File: src/rtl/hyperram_controller_pkg.sv
// Shared types and constants for the HyperRAM controller.
// Holds the FSM states, the command/address bit map and the fixed phase lengths.
package hyperram_controller_pkg;

    typedef enum logic [2:0] {
        IDLE,
        CA,
        LAT,
        WRITE,
        READ,
        DONE,
        RECOVER
    } state_t;

    localparam int CA_RW_BIT      = 47;
    localparam int CA_AS_BIT      = 46;
    localparam int CA_BURST_BIT   = 45;
    localparam int CA_ROW_MSB     = 44;
    localparam int CA_ROW_LSB     = 16;
    localparam int CA_COL_BITS    = 3;
    localparam int CA_BYTES       = 6;
    localparam int DATA_BYTES     = 4;
    localparam int RECOVER_CYCLES = 4;
    localparam int TIMEOUT_EXTRA  = 16;

    function automatic logic [47:0] hyperbus_ca_builder(input logic is_read, input logic [31:0] ha);
        logic [47:0] ca;
        ca                            = '0;
        ca[CA_RW_BIT]                 = is_read;
        ca[CA_AS_BIT]                 = 1'b0;
        ca[CA_BURST_BIT]              = 1'b1;
        ca[CA_ROW_MSB:CA_ROW_LSB]     = ha[31:CA_COL_BITS];
        ca[CA_COL_BITS-1:0]           = ha[CA_COL_BITS-1:0];
        return ca;
    endfunction

    // Bytes travel as two big-endian halfwords, low halfword first: lanes 1,0,3,2.
    function automatic logic [1:0] byte_lane(input logic [1:0] idx);
        return {idx[1], ~idx[0]};
    endfunction

endpackage

File: src/rtl/hyperram_controller.sv
// CPU 32-bit word bus to 8-bit DDR HyperRAM bridge: one request becomes one
// HyperBus transaction (command/address, initial latency, four data bytes).
module hyperram_controller
    import hyperram_controller_pkg::*;
#(
    parameter int LATENCY     = 6,
    parameter int MEMORY_BITS = 21
) (
    input  logic                   clk,
    input  logic                   nreset,
    input  logic [MEMORY_BITS-1:0] cpu_address,
    input  logic [31:0]            cpu_data_in,
    output logic [31:0]            cpu_data_out,
    input  logic                   cpu_req,
    output logic                   cpu_ack,
    input  logic [3:0]             cpu_nwr,
    output logic                   hyperram_ncs,
    output logic                   hyperram_nreset,
    output logic                   hyperram_clk,
    input  logic                   hyperram_rwds_in,
    output logic                   hyperram_rwds_out,
    output logic                   hyperram_rwds_noe,
    input  logic [7:0]             hyperram_data_in,
    output logic [7:0]             hyperram_data_out,
    output logic                   hyperram_data_noe
);

    state_t                 state_reg, state_next;
    logic [7:0]             cyc_reg, cyc_next;
    logic                   lat_x2_reg, read_reg, rwds_reg;
    logic [MEMORY_BITS-1:0] addr_reg;
    logic [31:0]            wdata_reg, rd_data_reg, rd_data_next;
    logic [3:0]             nwr_reg;
    logic [2:0]             cap_cnt_reg, cap_cnt_next;
    logic [1:0]             rd_lane, wr_lane;
    logic [7:0]             n_lat, lat_end, wr_end, rd_end, data_start;
    logic [47:0]            ca_word;
    logic [31:0]            ha;
    logic                   ncs_next, ck_next, data_noe_next, rwds_noe_next, rwds_out_next, ack_next;
    logic [7:0]             dq_next;
    logic [31:0]            cpu_data_next;

    // Phase boundaries as cycle indices counted from the first chip-select cycle.
    assign n_lat      = lat_x2_reg ? 8'(2 * LATENCY) : 8'(LATENCY);
    assign lat_end    = (n_lat << 1) + 8'd1;
    assign data_start = (n_lat << 1) + 8'd2;
    assign wr_end     = (n_lat << 1) + 8'd5;
    assign rd_end     = (n_lat << 2) + 8'(TIMEOUT_EXTRA + 1);

    // Before acceptance the command must come straight from the bus, afterwards from the latches.
    assign ha      = 32'({(state_reg == IDLE) ? cpu_address : addr_reg, 1'b0});
    assign ca_word = hyperbus_ca_builder((state_reg == IDLE) ? (&cpu_nwr) : read_reg, ha);

    always_ff @(posedge clk or negedge nreset) begin
        if (!nreset) begin
            state_reg         <= IDLE;
            cyc_reg           <= '0;
            lat_x2_reg        <= 1'b0;
            read_reg          <= 1'b0;
            addr_reg          <= '0;
            wdata_reg         <= '0;
            nwr_reg           <= '1;
            rwds_reg          <= 1'b0;
            cap_cnt_reg       <= '0;
            rd_data_reg       <= '0;
            hyperram_ncs      <= 1'b1;
            hyperram_nreset   <= 1'b0;
            hyperram_clk      <= 1'b0;
            hyperram_data_noe <= 1'b1;
            hyperram_rwds_noe <= 1'b1;
            hyperram_data_out <= '0;
            hyperram_rwds_out <= 1'b0;
            cpu_ack           <= 1'b0;
            cpu_data_out      <= '0;
        end else begin
            state_reg         <= state_next;
            cyc_reg           <= cyc_next;
            rwds_reg          <= hyperram_rwds_in;
            cap_cnt_reg       <= cap_cnt_next;
            rd_data_reg       <= rd_data_next;
            hyperram_nreset   <= 1'b1;
            hyperram_ncs      <= ncs_next;
            hyperram_clk      <= ck_next;
            hyperram_data_noe <= data_noe_next;
            hyperram_rwds_noe <= rwds_noe_next;
            hyperram_data_out <= dq_next;
            hyperram_rwds_out <= rwds_out_next;
            cpu_ack           <= ack_next;
            cpu_data_out      <= cpu_data_next;
            if (state_reg == IDLE && state_next == CA) begin
                addr_reg  <= cpu_address;
                wdata_reg <= cpu_data_in;
                nwr_reg   <= cpu_nwr;
                read_reg  <= &cpu_nwr;
            end
            if (state_reg == CA && cyc_reg == 8'd2)
                lat_x2_reg <= hyperram_rwds_in;
        end
    end

    always_comb begin
        state_next   = state_reg;
        cyc_next     = cyc_reg + 8'd1;
        rd_data_next = rd_data_reg;
        cap_cnt_next = cap_cnt_reg;
        rd_lane      = byte_lane(cap_cnt_reg[1:0]);
        if (state_reg == LAT) begin
            rd_data_next = '0;
            cap_cnt_next = '0;
        end else if (state_reg == READ && hyperram_rwds_in != rwds_reg
                     && cap_cnt_reg < 3'(DATA_BYTES)) begin
            rd_data_next[{rd_lane, 3'b000} +: 8] = hyperram_data_in;
            cap_cnt_next = cap_cnt_reg + 3'd1;
        end
        case (state_reg)
            IDLE: begin
                cyc_next = '0;
                if (cpu_req && !cpu_ack) state_next = CA;
            end
            CA:      if (cyc_reg == 8'(CA_BYTES - 1)) state_next = LAT;
            LAT:     if (cyc_reg == lat_end) state_next = read_reg ? READ : WRITE;
            WRITE:   if (cyc_reg == wr_end) state_next = DONE;
            READ:    if (cap_cnt_next == 3'(DATA_BYTES) || cyc_reg == rd_end) state_next = DONE;
            DONE: begin
                cyc_next = '0;
                if (!cpu_req) state_next = RECOVER;
            end
            RECOVER: if (cyc_reg == 8'(RECOVER_CYCLES - 1)) state_next = IDLE;
            default: state_next = IDLE;
        endcase
    end

    // Pad values are decoded from the upcoming state so every output leaves a flop.
    always_comb begin
        ncs_next      = 1'b1;
        ck_next       = 1'b0;
        data_noe_next = 1'b1;
        rwds_noe_next = 1'b1;
        rwds_out_next = 1'b0;
        dq_next       = '0;
        ack_next      = (state_next == DONE);
        cpu_data_next = cpu_data_out;
        wr_lane       = byte_lane(2'(cyc_next - data_start));
        if (state_next == CA || state_next == LAT || state_next == WRITE || state_next == READ) begin
            ncs_next = 1'b0;
            ck_next  = (state_reg == IDLE) ? 1'b0 : ~hyperram_clk;
        end
        case (state_next)
            CA: begin
                data_noe_next = 1'b0;
                case (cyc_next[2:0])
                    3'd0:    dq_next = ca_word[47:40];
                    3'd1:    dq_next = ca_word[39:32];
                    3'd2:    dq_next = ca_word[31:24];
                    3'd3:    dq_next = ca_word[23:16];
                    3'd4:    dq_next = ca_word[15:8];
                    default: dq_next = ca_word[7:0];
                endcase
            end
            LAT:   data_noe_next = read_reg;
            WRITE: begin
                data_noe_next = 1'b0;
                rwds_noe_next = 1'b0;
                dq_next       = wdata_reg[{wr_lane, 3'b000} +: 8];
                rwds_out_next = nwr_reg[wr_lane];
            end
            default: ;
        endcase
        if (state_reg == READ && state_next == DONE)
            cpu_data_next = rd_data_next;
    end

endmodule

File: config.mk
export PLATFORM = sky130hd
export DESIGN_NAME = hyperram_controller
export DESIGN_NICKNAME = d
export VERILOG_FILES = /design/src/rtl/hyperram_controller_pkg.sv /design/src/rtl/hyperram_controller.sv
export SDC_FILE = /design/constraint.sdc
export NUM_CORES = 1
export LEC_CHECK = 0
export BUFFER_PORTS_ARGS = -buffer_cell sky130_fd_sc_hd__buf_2
export CELL_PAD_IN_SITES_DETAIL_PLACEMENT = 1
export CELL_PAD_IN_SITES_GLOBAL_PLACEMENT = 1
export CORE_MARGIN = 4
export CORE_UTILIZATION = 42
export CTS_BUF_LIST = sky130_fd_sc_hd__clkbuf_4
export DETAILED_ROUTE_END_ITERATION = 7
export GPL_TIMING_DRIVEN = 0
export PLACE_DENSITY_LB_ADDON = 0.1
export RECOVER_POWER = 50
export SYNTH_ARGS = -nofsm -noshare
export SYNTH_HDL_FRONTEND = slang
export SYNTH_SLANG_ARGS = --single-unit
File: constraint.sdc
create_clock -name clk -period 2.2 [get_ports clk]
set_input_delay 0.44 -clock clk [delete_from_list [all_inputs] [get_ports clk]]
set_output_delay 0.44 -clock clk [all_outputs]
set_load 0.005 [all_outputs]
==> impl_metrics.py, run 1 <==
metrics = {
    "sta": {
        "slew_headroom_pct": 18.5,
        "skew_ns": 0.0273,
        "holdWs_ns": 0.0929,
        "fin_crit_sh_pct": 107,
        "worst_slew_pin_slew_ns": 1.22,
        "drv_slew": 0,
        "setup_ws_ns": -0.162,
        "setup_tns_ns": -1.41,
        "period_needed_ns": 2.36,
        "rsz0062_at_grt": "true",
        "hold_violations": 0,
        "fmax_mhz": 423,
        "setup_viol_count_final": 29,
    },
    "placement": {
        "gp_congestion": 0.836,
        "placed_cells": 928,
        "place_area_um2": 7910,
        "port_buffers": 115,
        "hpwl_um": 14100,
    },
    "layout": {
        "syn_to_final_growth_pct": 28.4,
        "instances_no_fill": 1002,
        "layout.nets": 846,
        "drive_gt1_share_pct": 49.2,
        "multi_input_area_um2": 3300,
        "seqCellArea_um2": 3840,
        "filler_cell_count": 1778,
        "stdcell_area_um2": 9020,
        "fin_util_pct": 54.8,
    },
    "pwr": {
        "cellInternalPower_w": 0.00679,
        "combPwrFrac_pct": 48.1,
        "seqPwrFrac_pct": 36.2,
        "worst_ir_drop_vdd_mv": 0.889,
        "switching_power_w": 0.00429,
        "swShare_pct": 38.7,
        "p_leak_nw": 4.26,
        "powerDensity_nw_per_um2": 1230,
        "clockPowerShare_pct": 15.7,
    },
    "drt": {
        "vias_per_cell": 5.40,
        "drc": 0,
        "drt_wl_total_um": 20600,
        "ant_nets": 0,
        "avgRoutedWirePerCell_um": 20.5,
        "drt-pass1-iter-count": 4,
        "drt_iter0_drc": 285,
        "vias": 5415,
    },
    "logic_synthesis": {
        "netlist_area_um2": 7020,
        "syn_nets": 670,
        "syn_inst": 592,
        "ys.flop_type": "dfrtp_1",
        "ys_warn_count": 0,
        "synth_cell_type_count": 60,
        "yosys_register_bits": 153,
        "seq_area_frac_synth_pct": 54.6,
        "async_flop_share_pct": 100,
        "postSynthAreaPerCell_um2": 11.9,
        "synth-edff-count": 0,
    },
    "clock_network": {
        "cts.clk_slew.worst_paths_ns": 0.14,
        "cts_tree": "built",
        "cts_sinks": 153,
        "cts_buffers": 17,
        "clk_latency_ns": 0.57,
        "htreeDepth": 4,
        "root_buffer": "clkbuf_4",
        "clk_path_buf_depth": 2,
    },
    "setup_path": {
        "critPathSlowestCell": "dfrtp_1",
        "critical_path_class": "reg -> reg",
        "end_kind": "flop",
        "cpMostUsedCell": "inv_2",
        "critPathLaunchType": "flop",
        "required_ns": 2.67,
        "path_cells": "inv_2 -> ha_4 -> nor4b_4 -> o211a_1 -> o2bb2ai_2 -> a311oi_4 -> inv_2 -> buf_8 -> buf_4 -> a211oi_4 -> nor3_2",
        "cp_slowest_stage_delay_ns": 0.42,
        "arrival_ns": 2.83,
        "critPathMaxFanout": 5,
    },
    "floorplan": {
        "die_w_um": 137,
        "die_h_um": 137,
        "die_area_um2": 18900,
        "start_util_pct": 42.7,
        "rows": 47,
        "io_pins": 116,
        "core_area_um2": 16500,
    },
    "global_route": {
        "grt_usage_pct": 21.8,
        "grt_start_max_net_pins": 91,
        "grt_pass1_wl_um": 31400,
        "grt_pass1_vias": 5876,
        "overflow": 0,
        "antenna_found_initial": 1,
    },
    "job": {
        "drv_cap": 0,
    },
    "run_status": {
        "status": "complete, but fails checks",
        "violations": "negative setup slack",
    },
    "hold_path": {
        "hold_class": "in -> reg",
    },
}
-- logic make-up (layout without fill, tap and decap cells) --
kind of cell	count (synthesis)	after routing	synth area share [%]
fa+ha+maj	9	9	1.60
mux	111	111	18.2
compound gates	94	94	9.05
xor+xnor	11	11	1.37
other cells	1	2	0.0534
simple gates	165	165	12.1
flops	153	153	54.6
buf+inv	48	237	3.03
-- worst paths after layout --
path / start / end / slack (ns) / depth (start not counted)
worst max-delay path: cyc_reg[1] / hyperram_data_out[1] / -0.16 / 11
worst min-delay path: cpu_address[17] / addr_reg[17] / 0.09 / 2
worst max register to register: cyc_reg[1] / hyperram_data_out[1] / -0.16 / 11
worst min register to register: cpu_data_out[3] / cpu_data_out[3] / 0.52 / 1
max in group asynchronous: nreset / cap_cnt_reg[0] / 0.25 / 3
min in group asynchronous: nreset / hyperram_data_out[2] / 0.70 / 2
-- cell usage in the layout (no fill, tap or decap), drive strengths merged, types with 4 or more instances in the layout --
cell type and instances:
ha 9, mux4 4, dfrtp 146, nor3b 4, o2111ai 8, nand2b 8, nand3 33, nand4 6
inv 11, xnor2 5, nand2 43, nor3 17, clkinv 7, a22o 8, clkbuf 34, and2 6
a21oi 39, buf 178, nor2 27, mux2 93, nor2b 5, and3 8, a211oi 4, xor2 6
mux2i 14, o21ai 15, dfstp 7
-- synthesized netlist by cell type (2+ instances only) --
| library cell | number | area [um^2] |
|---|---|---|
| a22o_1 | 8 | 70.1 |
| nor2b_1 | 5 | 31.3 |
| inv_1 | 9 | 33.8 |
| a21oi_1 | 39 | 195 |
| mux4_2 | 4 | 90.1 |
| buf_2 | 11 | 55.1 |
| dfstp_2 | 7 | 184 |
| nand2_1 | 43 | 161 |
| ha_1 | 9 | 113 |
| nand3_1 | 33 | 165 |
| and2_1 | 6 | 37.5 |
| mux2i_1 | 14 | 140 |
| nor2_1 | 27 | 101 |
| o21ai_0 | 14 | 70.1 |
| buf_6 | 2 | 22.5 |
| xnor2_1 | 5 | 43.8 |
| clkbuf_1 | 11 | 41.3 |
| dfrtp_1 | 146 | 3650 |
| nand4_1 | 6 | 37.5 |
| nor3b_1 | 3 | 22.5 |
| xor2_1 | 6 | 52.6 |
| nor3_1 | 16 | 80.1 |
| buf_1 | 12 | 45.0 |
| nor4_1 | 2 | 12.5 |
| a211oi_1 | 4 | 30.0 |
| o41ai_1 | 2 | 17.5 |
| and3_1 | 8 | 50.1 |
| nand2b_1 | 8 | 50.1 |
| o211ai_1 | 2 | 15.0 |
| o2111ai_1 | 8 | 70.1 |
| mux2_2 | 93 | 1050 |
-- per-stage QoR --
step / power, W / setup WS (ns)
CTS: 0.0103 / -0.129
detailed placement: 0.00801 / -0.802
global route: 0.0117 / -0.238
floorplan: 0.00669 / 0.0385
finish: 0.0111 / -0.162
global placement: 0.00785 / -1.83
-- area by class of cell --
type	count	share of cell area (%)
flip-flops and latches	153	42.6
multi-input cells	391	36.6
repair buffers	160	11.4
well taps	220	3.05
plain buffers	34	2.72
clock buffers	20	1.67
clock inverters	12	1.39
inverters	11	0.555
diodes	1	0.0278
-- power groups by stage --
stage | clock, W | sequential (W) | combinational [W]
after floorplan | 0 | 0.00392 | 0.00276
after global placement | 0 | 0.00401 | 0.00384
after detailed placement | 0 | 0.00406 | 0.00396
after CTS | 0.00179 | 0.00398 | 0.00457
after global routing | 0.00191 | 0.00410 | 0.00572
final | 0.00174 | 0.00401 | 0.00533
-- worst max-delay path, delay by kind of cell, from the launching register on --
family / cells / cell delay [ns]
AO/OA/AOI/OAI: 4 / 0.85
adder cells (fa/ha/maj): 1 / 0.13
buffers and inverters: 4 / 0.53
flip-flops: 1 / 0.42
AND/OR/NAND/NOR: 2 / 0.34
-- repair_timing --
action	CTS	global route
endpoints found under the setup margin	86	48
gates cloned	1	3
pin swaps	14	7
resized for setup	60	58
hold endpoints to repair	87	0
buffers inserted	24	15
hold buffers	2	0
-- layer usage --
metal / up-vias / share of wire (%) / global-route usage (%)
met5: - / 0 / 0
met1: 2801 / 43 / 28.1
met3: 19 / 4.3 / 4.71
li1: 2480 / - / -
met4: 0 / 1.3 / 5.88
met2: 115 / 52 / 37.4
Power figures use the tool's default switching activity.
==> run 2: changes to the inputs <==
BUFFER_PORTS_ARGS = unset   (was -buffer_cell sky130_fd_sc_hd__buf_2)
CORE_UTILIZATION = 28   (was 42)
DONT_BUFFER_PORTS = 1   (was unset)
TNS_END_PERCENT = 30   (was unset)
==> run 2 against run 1 <==
Against the previous run:
- the run ends with negative hold slack, negative setup slack left
- sequential share of layout area decreased by 0.61 points
- register-to-register slack improved by 0.08 ns
- highest routed layer unchanged
- critical path type unchanged
- critical path depth decreased by 2
- largest power group unchanged
- cell area increased by 1.4%
- sequential power about the same
==> impl_metrics.py, run 2 (same netlist as run 1, synthesis figures left out) <==
metrics = {
    "run_status": {
        "status": "complete, but fails checks",
        "violations": "negative hold slack, negative setup slack",
    },
    "layout": {
        "layout.nets": 792,
        "seqCellArea_um2": 3840,
        "final_common_cell": "dfrtp_1",
        "instances_no_fill": 1054,
        "syn_to_final_growth_pct": 30.2,
        "multi_input_area_um2": 3250,
        "filler_cell_count": 2688,
        "final_cell_mix": "dfrtp_1, mux2_2, dlygate4sd3_1",
        "drive_gt1_share_pct": 35.1,
    },
    "floorplan": {
        "io_pins": 116,
        "die_area_um2": 27700,
        "die_h_um": 166,
        "rows": 57,
        "core_area_um2": 24500,
        "start_util_pct": 28.7,
        "die_w_um": 166,
    },
    "global_route": {
        "overflow": 0,
        "grt_pass1_wl_um": 34000,
        "antenna_found_initial": 3,
        "grt_pass1_vias": 5764,
        "grt_start_max_net_pins": 154,
        "grt_usage_pct": 15.6,
    },
    "pwr": {
        "combPwrFrac_pct": 46.9,
        "p_leak_nw": 4.00,
        "p_total_w": 0.0107,
        "powerDensity_nw_per_um2": 1170,
        "switching_power_w": 0.00431,
        "clockPowerShare_pct": 15.6,
        "worst_ir_drop_vdd_mv": 0.447,
        "cellInternalPower_w": 0.00644,
        "swShare_pct": 40.1,
        "seqPwrFrac_pct": 37.5,
    },
    "sta": {
        "hold_violations": 153,
        "fin_crit_sh_pct": 104,
        "slew_headroom_pct": 47.9,
        "skew_ns": 0.0274,
        "holdWs_ns": -0.455,
        "drv_slew": 0,
        "fmax_mhz": 439,
        "period_needed_ns": 2.28,
        "setup_viol_count_final": 40,
        "rsz0062_at_grt": "true",
        "setup_ws_ns": -0.0771,
        "worst_slew_pin_slew_ns": 0.782,
    },
    "setup_path": {
        "critPathLaunchType": "flop",
        "path_delay_family": "compound AO/OA/AOI/OAI gates",
        "cp_slowest_stage_delay_ns": 0.51,
        "path_cells": "inv_2 -> ha_4 -> or4b_4 -> o41ai_4 -> o2bb2ai_2 -> a311oi_4 -> buf_4 -> buf_12 -> a2111oi_4",
        "critical_path_class": "reg -> reg",
        "timing.critical_path.buf_inv": 3,
        "critPathSlowestCell": "or4b_4",
        "required_ns": 2.64,
        "end_kind": "flop",
        "ff2ff_setup_slack_ns": -0.08,
        "critPathMaxFanout": 8,
        "arrival_ns": 2.72,
    },
    "drt": {
        "drc": 0,
        "vias_per_cell": 4.96,
        "routed-wl-met2_um": 10800,
        "drt-pass1-iter-count": 4,
        "vias": 5229,
        "ant_nets": 0,
        "avgRoutedWirePerCell_um": 20.5,
        "dr.max_layer_used": "met4",
        "routed-wl-met3_um": 1010,
        "drt_iter0_drc": 237,
        "drt-met1-wl_um": 9550,
        "drt_wl_total_um": 21600,
    },
    "clock_network": {
        "clk_latency_ns": 0.57,
        "htreeDepth": 4,
        "root_buffer": "clkbuf_4",
        "clk_path_buf_depth": 2,
        "cts_sinks": 153,
        "cts_buffers": 17,
        "cts_tree": "built",
        "cts.clk_slew.worst_paths_ns": 0.15,
    },
    "hold_path": {
        "hold_class": "in -> async",
    },
    "placement": {
        "place_ws_ns": -0.744,
        "placed_cells": 916,
        "hpwl_um": 14300,
        "port_buffers": 0,
        "gp_congestion": 0.759,
    },
    "job": {
        "drv_cap": 0,
    },
}
==> run 2: per-layer routing <==
metal  vias up  GRT usage, %
met5         -             0
met4         0          3.74
met3        19          3.93
met2       109          26.0
met1      2729          20.5
li1       2372             -
==> run 2: worst reg2reg max path: stages, from the launching register on <==
cell and delay, ns:
dfrtp_1 0.42, inv_2 0.07, ha_4 0.13, or4b_4 0.51, o41ai_4 0.26, o2bb2ai_2 0.17, a311oi_4 0.07, buf_4 0.18
buf_12 0.14, a2111oi_4 0.23
==> run 2: cell type report <==
cell class / count / share of cell area (%)
well taps: 324 / 4.43
diodes: 3 / 0.0821
clock inverters: 15 / 1.55
flip-flops and latches: 153 / 42.0
inverters: 11 / 0.547
plain buffers: 35 / 2.93
clock buffers: 17 / 1.40
repair buffers: 105 / 11.5
multi-input cells: 391 / 35.6
==> run 2: stage by stage <==
step	instance area (um^2)	utilization, %	setup TNS [ns]
floorplan	7030	-	-0.00843
global placement	7430	30.4	-29.34
global route	9150	37.4	-4.71
finish	9150	37.4	-1.29
CTS	8840	36.1	-0.568
detailed placement	7430	30.4	-29.52
==> run 2: final timing paths <==
kind	startpoint	cells past startpoint	endpoint
setup / recovery	cyc_reg[1]	9	hyperram_rwds_out
max in group asynchronous	nreset	0	rwds_reg
min in group clk	hyperram_data_in[5]	2	rd_data_reg[5]
hold reg to reg	wdata_reg[1]	1	wdata_reg[1]
hold / removal	nreset	0	addr_reg[14]
setup reg to reg	cyc_reg[1]	9	hyperram_rwds_out
==> run 2: what timing repair did <==
item                                    CTS  global route
cloned                                    1             2
endpoints found under the setup margin   90            88
pin swaps                                16            14
hold buffers                             66             2
buffers inserted                         25             9
hold endpoints to repair                237           155
gates resized for setup                  66            43
==> run 2: power by group through the flow <==
stage          logic [W]  clock network, W  registers [W]
4_1_cts          0.00471           0.00178        0.00402
5_1_grt          0.00547           0.00191        0.00411
6_report         0.00504           0.00168        0.00402
3_3_place_gp     0.00370                 0        0.00407
3_5_place_dp     0.00375                 0        0.00410
2_1_floorplan    0.00276                 0        0.00392
==> run 3: changes to the inputs <==
CTS_BUF_LIST = unset   (was sky130_fd_sc_hd__clkbuf_4)
==> run 3 against run 2 <==
Against the previous run:
- the run still ends with negative hold slack, negative setup slack left
- sequential power barely moved
- global-route usage fell by 0.35 points
- sequential share of layout area rose by 2.1 points
- clock skew fell by 0.018 ns
- critical path depth rose by 1
- clock-buffer cell count did not move
- cell count fell by 6.3%
- register-to-register slack got worse by 0.06 ns
- critical path type unchanged
- highest routed layer is now met5
==> impl_metrics.py, run 3 (same netlist as run 1, synthesis figures left out) <==
metrics = {
    "run_status": {
        "status": "complete, but fails checks",
        "violations": "negative hold slack, negative setup slack",
    },
    "layout": {
        "layout.nets": 727,
        "multi_input_area_um2": 3240,
        "drive_gt1_share_pct": 39.3,
        "fin_util_pct": 35.6,
        "filler_cell_count": 2674,
        "seqCellArea_um2": 3840,
        "stdcell_area_um2": 8700,
        "instances_no_fill": 988,
        "final_common_cell": "dfrtp_1",
        "syn_to_final_growth_pct": 23.9,
        "final_cell_mix": "dfrtp_1, mux2_2, nand2_1",
    },
    "drt": {
        "vias": 4972,
        "ant_nets": 0,
        "drt-pass1-iter-count": 5,
        "vias_per_cell": 5.03,
        "drc": 0,
        "drt_iter0_drc": 191,
        "drt_wl_total_um": 21000,
        "avgRoutedWirePerCell_um": 21.3,
    },
    "setup_path": {
        "critical_path_class": "reg -> reg",
        "critPathMaxFanout": 8,
        "required_ns": 2.51,
        "critPathLaunchType": "flop",
        "end_kind": "flop",
        "arrival_ns": 2.65,
    },
    "sta": {
        "worst_slew_pin_slew_ns": 0.706,
        "setup_viol_count_final": 18,
        "period_needed_ns": 2.34,
        "skew_ns": 0.00937,
        "drv_slew": 0,
        "fmax_mhz": 428,
        "rsz0062_at_grt": "true",
        "slew_headroom_pct": 52.9,
        "holdWs_ns": -0.299,
        "hold_violations": 153,
        "fin_crit_sh_pct": 106,
        "setup_ws_ns": -0.138,
    },
    "clock_network": {
        "root_buffer": "clkbuf_16",
        "clk_path_buf_depth": 2,
        "cts.clk_slew.worst_paths_ns": 0.07,
        "cts_sinks": 153,
        "htreeDepth": 4,
        "cts_tree": "built",
        "clk_latency_ns": 0.43,
        "cts_buffers": 17,
    },
    "pwr": {
        "powerDensity_nw_per_um2": 1340,
        "p_leak_nw": 3.80,
        "worst_ir_drop_vdd_mv": 0.540,
    },
    "placement": {
        "port_buffers": 0,
        "place_ws_ns": -0.744,
        "place_area_um2": 7430,
        "hpwl_um": 14300,
        "gp_congestion": 0.759,
        "placed_cells": 916,
    },
    "floorplan": {
        "start_util_pct": 28.7,
        "io_pins": 116,
        "die_w_um": 166,
        "die_h_um": 166,
        "die_area_um2": 27700,
        "rows": 57,
        "core_area_um2": 24500,
    },
    "job": {
        "drv_cap": 0,
    },
    "global_route": {
        "overflow": 0,
        "antenna_found_initial": 9,
        "grt_usage_pct": 15.2,
        "grt_pass1_wl_um": 33100,
        "grt_start_max_net_pins": 154,
        "grt_pass1_vias": 5517,
    },
    "hold_path": {
        "hold_class": "in -> async",
    },
}
## run 3: cell count changes in the layout (fill, tap and decap cells not counted), moves of 2 or more
cell | before | now
dlygate4sd3_1 | 68 | 0
a21oi_1 | 31 | 23
nor3_1 | 12 | 14
clkbuf_16 | 2 | 17
clkbuf_4 | 21 | 4
a21oi_2 | 6 | 15
clkbuf_2 | 5 | 8
a211oi_1 | 2 | 4
buf_12 | 5 | 2
buf_4 | 33 | 37
buf_2 | 9 | 7
buf_6 | 4 | 8
## run 3: stage by stage
stage / TNS (ns) / total power [W] / hold WS [ns]
after floorplan: -0.00843 / 0.00669 / 0.144
after global placement: -29.34 / 0.00778 / 0.151
after detailed placement: -29.52 / 0.00785 / 0.150
after CTS: -2.10 / 0.0115 / -0.317
after global routing: -4.42 / 0.0124 / -0.325
final: -1.27 / 0.0117 / -0.299
## run 3: critical path, stage by stage (launching register included)
cell       delay, ns
dfrtp_1         0.42
inv_2           0.09
ha_4            0.14
nor4b_4         0.24
o211a_1         0.24
o2bb2ai_2       0.08
a311oi_4        0.33
inv_2           0.10
buf_8           0.16
buf_4           0.16
a211oi_1        0.28
## run 3: path summary, 6_finish.rpt
path                                  startpoint                   end  slack [ns]  depth (start not counted)
worst max register to register        cyc_reg[1]  hyperram_data_out[2]       -0.14                         10
max in group asynchronous                 nreset        cap_cnt_reg[0]        2.22                          0
worst min register to register       addr_reg[5]           addr_reg[5]        0.50                          1
worst min-delay path                      nreset          addr_reg[14]       -0.30                          0
min in group clk                hyperram_rwds_in              rwds_reg        0.04                          0
worst max-delay path                  cyc_reg[1]  hyperram_data_out[2]       -0.14                         10
## run 3: cell type report
type	count	area share [%]
plain buffers	33	2.54
flip-flops and latches	153	44.1
well taps	324	4.66
diodes	2	0.0575
clock buffers	17	4.89
repair buffers	42	4.27
inverters	11	0.575
clock inverters	15	1.62
multi-input cells	391	37.3
## run 3: where the power goes
part           internal [W]  total [W]  switching (W)
sequential          0.00359    0.00404       0.000443
combinational       0.00226    0.00484        0.00258
clock               0.00149    0.00283        0.00134
## run 3: per-layer routing
layer,global-route usage [%],wire length [um],vias up
li1,-,-,2253
met1,19.2,8940,2561
met2,25.1,10300,106
met3,5.57,1340,36
met4,3.66,284,16
met5,0,97,-
## run 3: repair_timing
| item | 4_1_cts | 5_1_grt |
|---|---|---|
| pin swaps | 19 | 15 |
| gates resized for setup | 61 | 37 |
| setup buffers | 28 | 13 |
| hold endpoints to repair | 153 | 153 |
| gates cloned | 1 | 0 |
| endpoints found under the setup margin | 88 | 94 |
